--- src/rtl/smpc_periph_scan_if.sv ---
// rtl/smpc_periph_scan_if.sv - host/pad bundle for the SMPC peripheral scan engine
interface smpc_periph_scan_if #(
    parameter int PORTS = 2,
    parameter int DEPTH = 32
);
    logic                       CE;
    logic                       START;
    logic                       CONT;
    logic                       BRK;
    logic [PORTS-1:0]           PRESENT;
    logic [16*PORTS-1:0]        JOY;
    logic [$clog2(DEPTH)-1:0]   RADDR;
    logic [7:0]                 RDATA;
    logic                       BUSY;
    logic                       DONE;
    logic                       PDE;

    modport master (
        output CE, START, CONT, BRK, PRESENT, JOY, RADDR,
        input  RDATA, BUSY, DONE, PDE
    );

    modport slave (
        input  CE, START, CONT, BRK, PRESENT, JOY, RADDR,
        output RDATA, BUSY, DONE, PDE
    );
endinterface

--- src/rtl/smpc_periph_scan.sv ---
// rtl/smpc_periph_scan.sv - SMPC INTBACK pad scan engine with batched OREG buffer
// Optional WAIT auto-break is enabled by defining SMPC_SCAN_TIMEOUT_EN.
module smpc_periph_scan #(
    parameter int PORTS   = 2,
    parameter int DEPTH   = 32,
    parameter int TIMEOUT = 1000000
) (
    input  logic              CLK,
    input  logic              RST,
    smpc_periph_scan_if.slave bus
);
    localparam int AW = $clog2(DEPTH);
    localparam int PW = $clog2(PORTS + 1);

    typedef enum logic [2:0] {
        S_IDLE,
        S_LATCH,
        S_EMIT,
        S_PAD,
        S_FIN,
        S_WAIT
    } state_t;

    state_t              state, state_n;
    logic [AW-1:0]       wptr, wptr_n;
    logic [PW-1:0]       port_idx, port_n;
    logic [1:0]          rec_idx, rec_n;
    logic [PORTS-1:0]    snap_pres;
    logic [16*PORTS-1:0] snap_joy;
    logic [7:0]          mem [DEPTH];
    logic                wr_en;
    logic [7:0]          wr_data;
    logic [15:0]         cur_joy;
    logic                cur_pres;
    logic                nxt_pres;
    logic                rec_last;
    logic                wptr_last;
    logic                last_port;
    logic                more_ports;
    logic [AW:0]         room;
    logic [AW:0]         next_len;
    logic                tmo_hit;

    always_comb begin
        cur_joy  = 16'h0000;
        cur_pres = 1'b0;
        nxt_pres = 1'b0;
        for (int p = 0; p < PORTS; p++) begin
            if (port_idx == PW'(p)) begin
                cur_joy  = snap_joy[16*p +: 16];
                cur_pres = snap_pres[p];
            end
        end
        for (int p = 1; p < PORTS; p++) begin
            if (port_idx == PW'(p - 1)) nxt_pres = snap_pres[p];
        end
    end

    assign rec_last   = !cur_pres || (rec_idx == 2'd3);
    assign wptr_last  = (wptr == AW'(DEPTH - 1));
    assign last_port  = (port_idx == PW'(PORTS - 1));
    assign more_ports = (port_idx != PW'(PORTS));
    // Bytes still free after the one being written now; used to decide fit one cycle early.
    assign room       = (AW+1)'(DEPTH - 1) - {1'b0, wptr};
    assign next_len   = nxt_pres ? (AW+1)'(4) : (AW+1)'(1);

`ifdef SMPC_SCAN_TIMEOUT_EN
    localparam int TW = $clog2(TIMEOUT + 1);
    logic [TW-1:0] tmo_cnt;

    always_ff @(posedge CLK) begin
        if (RST) begin
            tmo_cnt <= '0;
        end else if (bus.CE) begin
            if (state == S_WAIT) tmo_cnt <= tmo_cnt + 1'b1;
            else                 tmo_cnt <= '0;
        end
    end

    assign tmo_hit = (state == S_WAIT) && (tmo_cnt == TW'(TIMEOUT - 1));
`else
    logic tmo_unused;
    assign tmo_unused = (TIMEOUT != 0);
    assign tmo_hit    = 1'b0;
`endif

    always_ff @(posedge CLK) begin
        if (RST)         state <= S_IDLE;
        else if (bus.CE) state <= state_n;
    end

    always_comb begin
        state_n = state;
        wptr_n  = wptr;
        port_n  = port_idx;
        rec_n   = rec_idx;
        wr_en   = 1'b0;
        wr_data = 8'h00;
        case (state)
            S_IDLE: begin
                if (bus.START) state_n = S_LATCH;
            end
            S_LATCH: begin
                state_n = S_EMIT;
                wptr_n  = '0;
                port_n  = '0;
                rec_n   = '0;
            end
            S_EMIT: begin
                wr_en  = 1'b1;
                wptr_n = wptr + 1'b1;
                case (rec_idx)
                    2'd0:    wr_data = cur_pres ? 8'hF1 : 8'hF0;
                    2'd1:    wr_data = 8'h02;
                    2'd2:    wr_data = cur_joy[15:8];
                    default: wr_data = cur_joy[7:0];
                endcase
                if (rec_last) begin
                    rec_n  = 2'd0;
                    port_n = port_idx + 1'b1;
                    if (wptr_last)                           state_n = S_FIN;
                    else if (last_port || (room < next_len)) state_n = S_PAD;
                end else begin
                    rec_n = rec_idx + 1'b1;
                end
            end
            S_PAD: begin
                wr_en  = 1'b1;
                wptr_n = wptr + 1'b1;
                if (wptr_last) state_n = S_FIN;
            end
            S_FIN: begin
                state_n = more_ports ? S_WAIT : S_IDLE;
            end
            S_WAIT: begin
                if (bus.BRK) begin
                    state_n = S_IDLE;
                end else if (bus.CONT) begin
                    state_n = S_EMIT;
                    wptr_n  = '0;
                    rec_n   = '0;
                end else if (tmo_hit) begin
                    state_n = S_IDLE;
                end
            end
            default: state_n = S_IDLE;
        endcase
    end

    always_ff @(posedge CLK) begin
        if (RST) begin
            wptr      <= '0;
            port_idx  <= '0;
            rec_idx   <= '0;
            snap_pres <= '0;
            snap_joy  <= '0;
            for (int i = 0; i < DEPTH; i++) mem[i] <= 8'h00;
        end else if (bus.CE) begin
            wptr     <= wptr_n;
            port_idx <= port_n;
            rec_idx  <= rec_n;
            if (state == S_LATCH) begin
                snap_pres <= bus.PRESENT;
                snap_joy  <= bus.JOY;
            end
            if (wr_en) mem[wptr] <= wr_data;
        end
    end

    // Read port ignores CE so the host can poll the buffer at any time.
    always_ff @(posedge CLK) begin
        if (RST)                                          bus.RDATA <= 8'h00;
        else if ({1'b0, bus.RADDR} < (AW+1)'(DEPTH))      bus.RDATA <= mem[bus.RADDR];
        else                                              bus.RDATA <= 8'h00;
    end

    assign bus.BUSY = (state != S_IDLE);
    assign bus.DONE = (state == S_FIN);
    assign bus.PDE  = ((state == S_FIN) && more_ports) || (state == S_WAIT);
endmodule

--- src/flat_wrapper.sv ---
// flat-port wrapper written by rule: the top's interface ports become plain ports
module smpc_periph_scan_flat 
#(
    parameter int PORTS   = 2,
    parameter int DEPTH   = 32,
    parameter int TIMEOUT = 1000000
)
  (CLK, RST, bus_CE, bus_START, bus_CONT, bus_BRK, bus_PRESENT, bus_JOY, bus_RADDR, bus_RDATA, bus_BUSY, bus_DONE, bus_PDE);
  smpc_periph_scan_if #(.PORTS(PORTS), .DEPTH(DEPTH)) bus_i ();
  input  logic CLK;
  input  logic RST;
  input wire logic [$bits(bus_i.CE)-1:0] bus_CE;
  input wire logic [$bits(bus_i.START)-1:0] bus_START;
  input wire logic [$bits(bus_i.CONT)-1:0] bus_CONT;
  input wire logic [$bits(bus_i.BRK)-1:0] bus_BRK;
  input wire logic [$bits(bus_i.PRESENT)-1:0] bus_PRESENT;
  input wire logic [$bits(bus_i.JOY)-1:0] bus_JOY;
  input wire logic [$bits(bus_i.RADDR)-1:0] bus_RADDR;
  output wire logic [$bits(bus_i.RDATA)-1:0] bus_RDATA;
  output wire logic [$bits(bus_i.BUSY)-1:0] bus_BUSY;
  output wire logic [$bits(bus_i.DONE)-1:0] bus_DONE;
  output wire logic [$bits(bus_i.PDE)-1:0] bus_PDE;
  assign bus_i.CE = bus_CE;
  assign bus_i.START = bus_START;
  assign bus_i.CONT = bus_CONT;
  assign bus_i.BRK = bus_BRK;
  assign bus_i.PRESENT = bus_PRESENT;
  assign bus_i.JOY = bus_JOY;
  assign bus_i.RADDR = bus_RADDR;
  assign bus_RDATA = bus_i.RDATA;
  assign bus_BUSY = bus_i.BUSY;
  assign bus_DONE = bus_i.DONE;
  assign bus_PDE = bus_i.PDE;
  smpc_periph_scan #(.PORTS(PORTS), .DEPTH(DEPTH), .TIMEOUT(TIMEOUT)) u_core (.CLK(CLK), .RST(RST), .bus(bus_i));
endmodule
--- config.mk ---
export PLATFORM = sky130hd
export DESIGN_NAME = smpc_periph_scan_flat
export DESIGN_NICKNAME = d
export VERILOG_FILES = /design/src/rtl/smpc_periph_scan_if.sv /design/src/rtl/smpc_periph_scan.sv /design/src/flat_wrapper.sv
export SDC_FILE = /design/constraint.sdc
export NUM_CORES = 1
export LEC_CHECK = 0
export CAP_MARGIN = 0
export CORE_UTILIZATION = 55
export DETAILED_ROUTE_END_ITERATION = 10
export GPL_ROUTABILITY_DRIVEN = 0
export HOLD_SLACK_MARGIN = 0.06
export PLACE_DENSITY_LB_ADDON = 0.05
export RECOVER_POWER = 50
export SLEW_MARGIN = 40
export SYNTH_ARGS = -nofsm -noshare
export SYNTH_HDL_FRONTEND = slang
export SYNTH_SLANG_ARGS = --single-unit
--- constraint.sdc ---
create_clock -name CLK -period 4.7 [get_ports CLK]
set_input_delay 0.47 -clock CLK [delete_from_list [all_inputs] [get_ports CLK]]
set_output_delay 0.47 -clock CLK [all_outputs]
set_load 0.02 [all_outputs]
==> results.cfg <==
[die]
coreArea_um2 = 24500
die_h_um = 161
dieWidth_um = 161
initial_utilization_pct = 56.5
die_area_um2 = 25900
num_rows = 57
design.portCount = 56

[setup_path]
critPathArrivalTime_ns = 3.76
critPathTopFamily = compound AO/OA/AOI/OAI gates
worstPathCellList = inv_1 > ha_1 > o21ai_0 > a21oi_1 > a211o_1 > clkbuf_1 > nor2_1
endpoint_kind = flop
crit_slowest_cell = a211o_1
r2r-start = u_core.port_idx[1]$_SDFFE_PP0P_
cp-start-kind = flop
critPathKind = flop to flop
path_buf_inv = 2
r2r_end = u_core.mem[23][4]$_SDFFCE_PN0P_
cp_data_required_time_ns = 4.94
worstSetupStartpoint = u_core.port_idx[1]$_SDFFE_PP0P_
critPathMaxFanout = 35
cpPeakStageDelay_ns = 0.97
r2r_cells = 7
r2r_setup_slack_ns = 1.18

[sta]
rsz0062_at_grt = false
drv_slew = 93
final-hold-violation-count = 0
post-route-period-util_pct = 75.0
period_needed_ns = 3.52
maxSlewHeadroom_pct = -38.3
timing.final.ws_setup_ns = 1.18
fmax_mhz = 284
worst_clock_skew_ns = 0.0202
worstMarginPinSlew_ns = 2.07
setup_viol = 0
hold_ws_ns = 0.454
fin_setup_tns_ns = 0

[place]
port_buffers = 55
dp_slack_ns = 1.38
place_hpwl_um = 20700

[synth]
synthCells = 1103
netlist_area_um2 = 13900
synthAdderAreaFrac_pct = 1.17
muxShareOfSynthArea_pct = 12.6
ys.flop_type = edfxtp_1
synth-compound-area-share_pct = 4.81
synth-simple-area-share_pct = 15.0
synthArstFlopShare_pct = 0
synth_seq_cells = 310
synth.distinct_cells = 45
synthesis.nets = 1161
synth_edf_count = 256
ys_seq_area_share_pct = 63.2
synth_area_per_cell_um2 = 12.6
yosys.area_share.xor_xnor_pct = 0.189
synth_top_family_by_area = simple AND/OR/NAND/NOR gates
ys_warn_count = 0

[outcome]
run_status = complete, but fails checks
violations = capacitance limit, slew limit

[route]
vias = 8788
drtIter0Drc = 735
postRouteAntennaNets = 0
post-route-drc-count = 0
postRouteWirelength_um = 32000
post_drt_wl_per_cell_um = 21.7
routed_via_density = 5.96
first_pass_iters = 6

[clock_network]
cts_tree = built
worstSkewPairLatency_ns = 0.51
h-tree-depth = 2
ctsHoldBuffers = 0
post_cts_buffers = 0
cts-root-buf = clkbuf_16
clock_sinks = 310
clk_path_buf_depth = 3
ctsResizeCount = 0
tritoncts.num_buffers = 34
path_clk_slew_ns = 0.06

[flow_run]
drv_cap = 3

[worst_hold_path]
hold_start = u_core.snap_joy[14]$_SDFFE_PP0P_
hp-class = flop to flop
whs_path_depth = 2
holdPathEnd = u_core.snap_joy[14]$_SDFFE_PP0P_

[global_route]
grt_pass1_vias = 8640
track_usage_pct = 25.9
antenna_found_initial = 1
grt-ovfl-total = 0
grt_pass1_wl_um = 50400
grt_max_degree = 86

[layout]
final_cell_mix = 275 x nor2_1, 256 x edfxtp_1, 137 x nand2_1, 66 x mux4_2, 54 x dfxtp_1
area_growth_pct = 13.1
nets = 1184
final_common_cell = nor2_1
drive_gt1_share_pct = 11.8

[power_and_ir_drop]
p_leak_nw = 5.21
power.density_nw_per_um2 = 414
ir_worst_vdd_mv = 0.282
==> synthesized netlist by cell type, types with 2 or more instances <==
| cell | number | area [um^2] |
|---|---|---|
| buf_6 | 5 | 56.3 |
| mux4_1 | 6 | 158 |
| nor3_1 | 3 | 15.0 |
| buf_1 | 7 | 26.3 |
| nand3_1 | 4 | 20.0 |
| and2_1 | 5 | 31.3 |
| mux4_2 | 66 | 1490 |
| xnor2_1 | 2 | 17.5 |
| or2_2 | 3 | 18.8 |
| or3b_2 | 2 | 17.5 |
| nand2_1 | 138 | 518 |
| a211oi_1 | 4 | 30.0 |
| nand2b_1 | 39 | 244 |
| clkbuf_1 | 42 | 158 |
| edfxtp_1 | 256 | 7690 |
| o22ai_1 | 8 | 50.1 |
| nor3b_1 | 5 | 37.5 |
| a31oi_1 | 2 | 12.5 |
| a22oi_1 | 3 | 22.5 |
| inv_1 | 10 | 37.5 |
| and3_1 | 5 | 31.3 |
| dfxtp_1 | 54 | 1080 |
| o21a_1 | 3 | 22.5 |
| buf_4 | 5 | 37.5 |
| a211o_1 | 8 | 70.1 |
| o21ai_0 | 15 | 75.1 |
| or3_1 | 2 | 12.5 |
| buf_2 | 20 | 100 |
| a2111oi_0 | 9 | 78.8 |
| nor2_1 | 275 | 1030 |
| ha_1 | 13 | 163 |
| nor2b_1 | 12 | 75.1 |
| mux2i_1 | 9 | 90.1 |
| o31ai_1 | 2 | 15.0 |
| a21oi_1 | 51 | 255 |
==> registers in the layout (all words and copies together) (netlist names) <==
register and count:
u_core.wptr 5, u_core.snap_pres 2, u_core.port_idx 2, u_core.mem 256, u_core.snap_joy 32, u_core.rec_idx 2
u_core.bus.RDATA 8, u_core.state 3
==> cell families after synthesis <==
| kind of cell | count (synthesis) |
|---|---|
| simple gates | 497 |
| flops | 310 |
| compound gates | 109 |
| buf+inv | 89 |
| mux | 82 |
| fa+ha+maj | 13 |
| xor+xnor | 3 |
==> worst register-to-register path, cell delays in order, from the launching register on <==
cell and delay [ns]:
dfxtp_1 0.31, inv_1 0.09, ha_1 0.88, o21ai_0 0.28
a21oi_1 0.21, a211o_1 0.97, clkbuf_1 0.45, nor2_1 0.08
==> cell type report <==
| type | instances | area [um^2] |
|---|---|---|
| timing repair buffer | 66 | 656 |
| tap | 324 | 405 |
| fill | 1916 | 8850 |
| sequential | 310 | 8770 |
| multi-input combinational | 704 | 4690 |
| inverter | 10 | 37.5 |
| clock inverter | 17 | 219 |
| clock buffer | 42 | 902 |
| antenna | 1 | 2.50 |
==> how the worst max path moves through the flow <==
stage | endpoint | depth (start not counted)
2_1_floorplan | u_core.bus.RDATA[0]$_SDFF_PP0_ | 6
3_3_place_gp | u_core.mem[11][1]$_SDFFCE_PN0P_ | 6
3_5_place_dp | u_core.mem[17][0]$_SDFFCE_PN0P_ | 5
4_1_cts | u_core.mem[17][5]$_SDFFCE_PN0P_ | 5
5_1_grt | u_core.mem[23][4]$_SDFFCE_PN0P_ | 7
6_report | u_core.mem[23][4]$_SDFFCE_PN0P_ | 7
==> routing by layer <==
layer	GRT usage (%)	wire [um]	vias up
li1	-	-	4002
met1	37.2	13600	4365
met2	40.8	15100	355
met3	4.57	2480	66
met4	7.98	773	0
met5	0	0	-
==> power breakdown <==
group	internal, mW	switching, mW	leakage (nW)
logic	0.241	0.405	1.61
registers	3.08	0.0633	3.07
clock network	1.64	1.06	0.533
==> metrics by stage <==
| stage | std cells | utilization, % | total power [mW] | instance area, um^2 |
|---|---|---|---|---|
| 6_report | 1474 | 63.9 | 6.49 | 15700 |
| 5_1_grt | 1473 | 63.9 | 6.69 | 15700 |
| 4_1_cts | 1473 | 64.0 | 6.52 | 15700 |
| 3_5_place_dp | 1414 | 59.4 | 3.85 | 14600 |
| 3_3_place_gp | 1413 | 59.2 | 3.85 | 14500 |
| 2_1_floorplan | 1103 | - | 3.61 | 13900 |
Note: power is estimated with default switching activity, not from simulation.
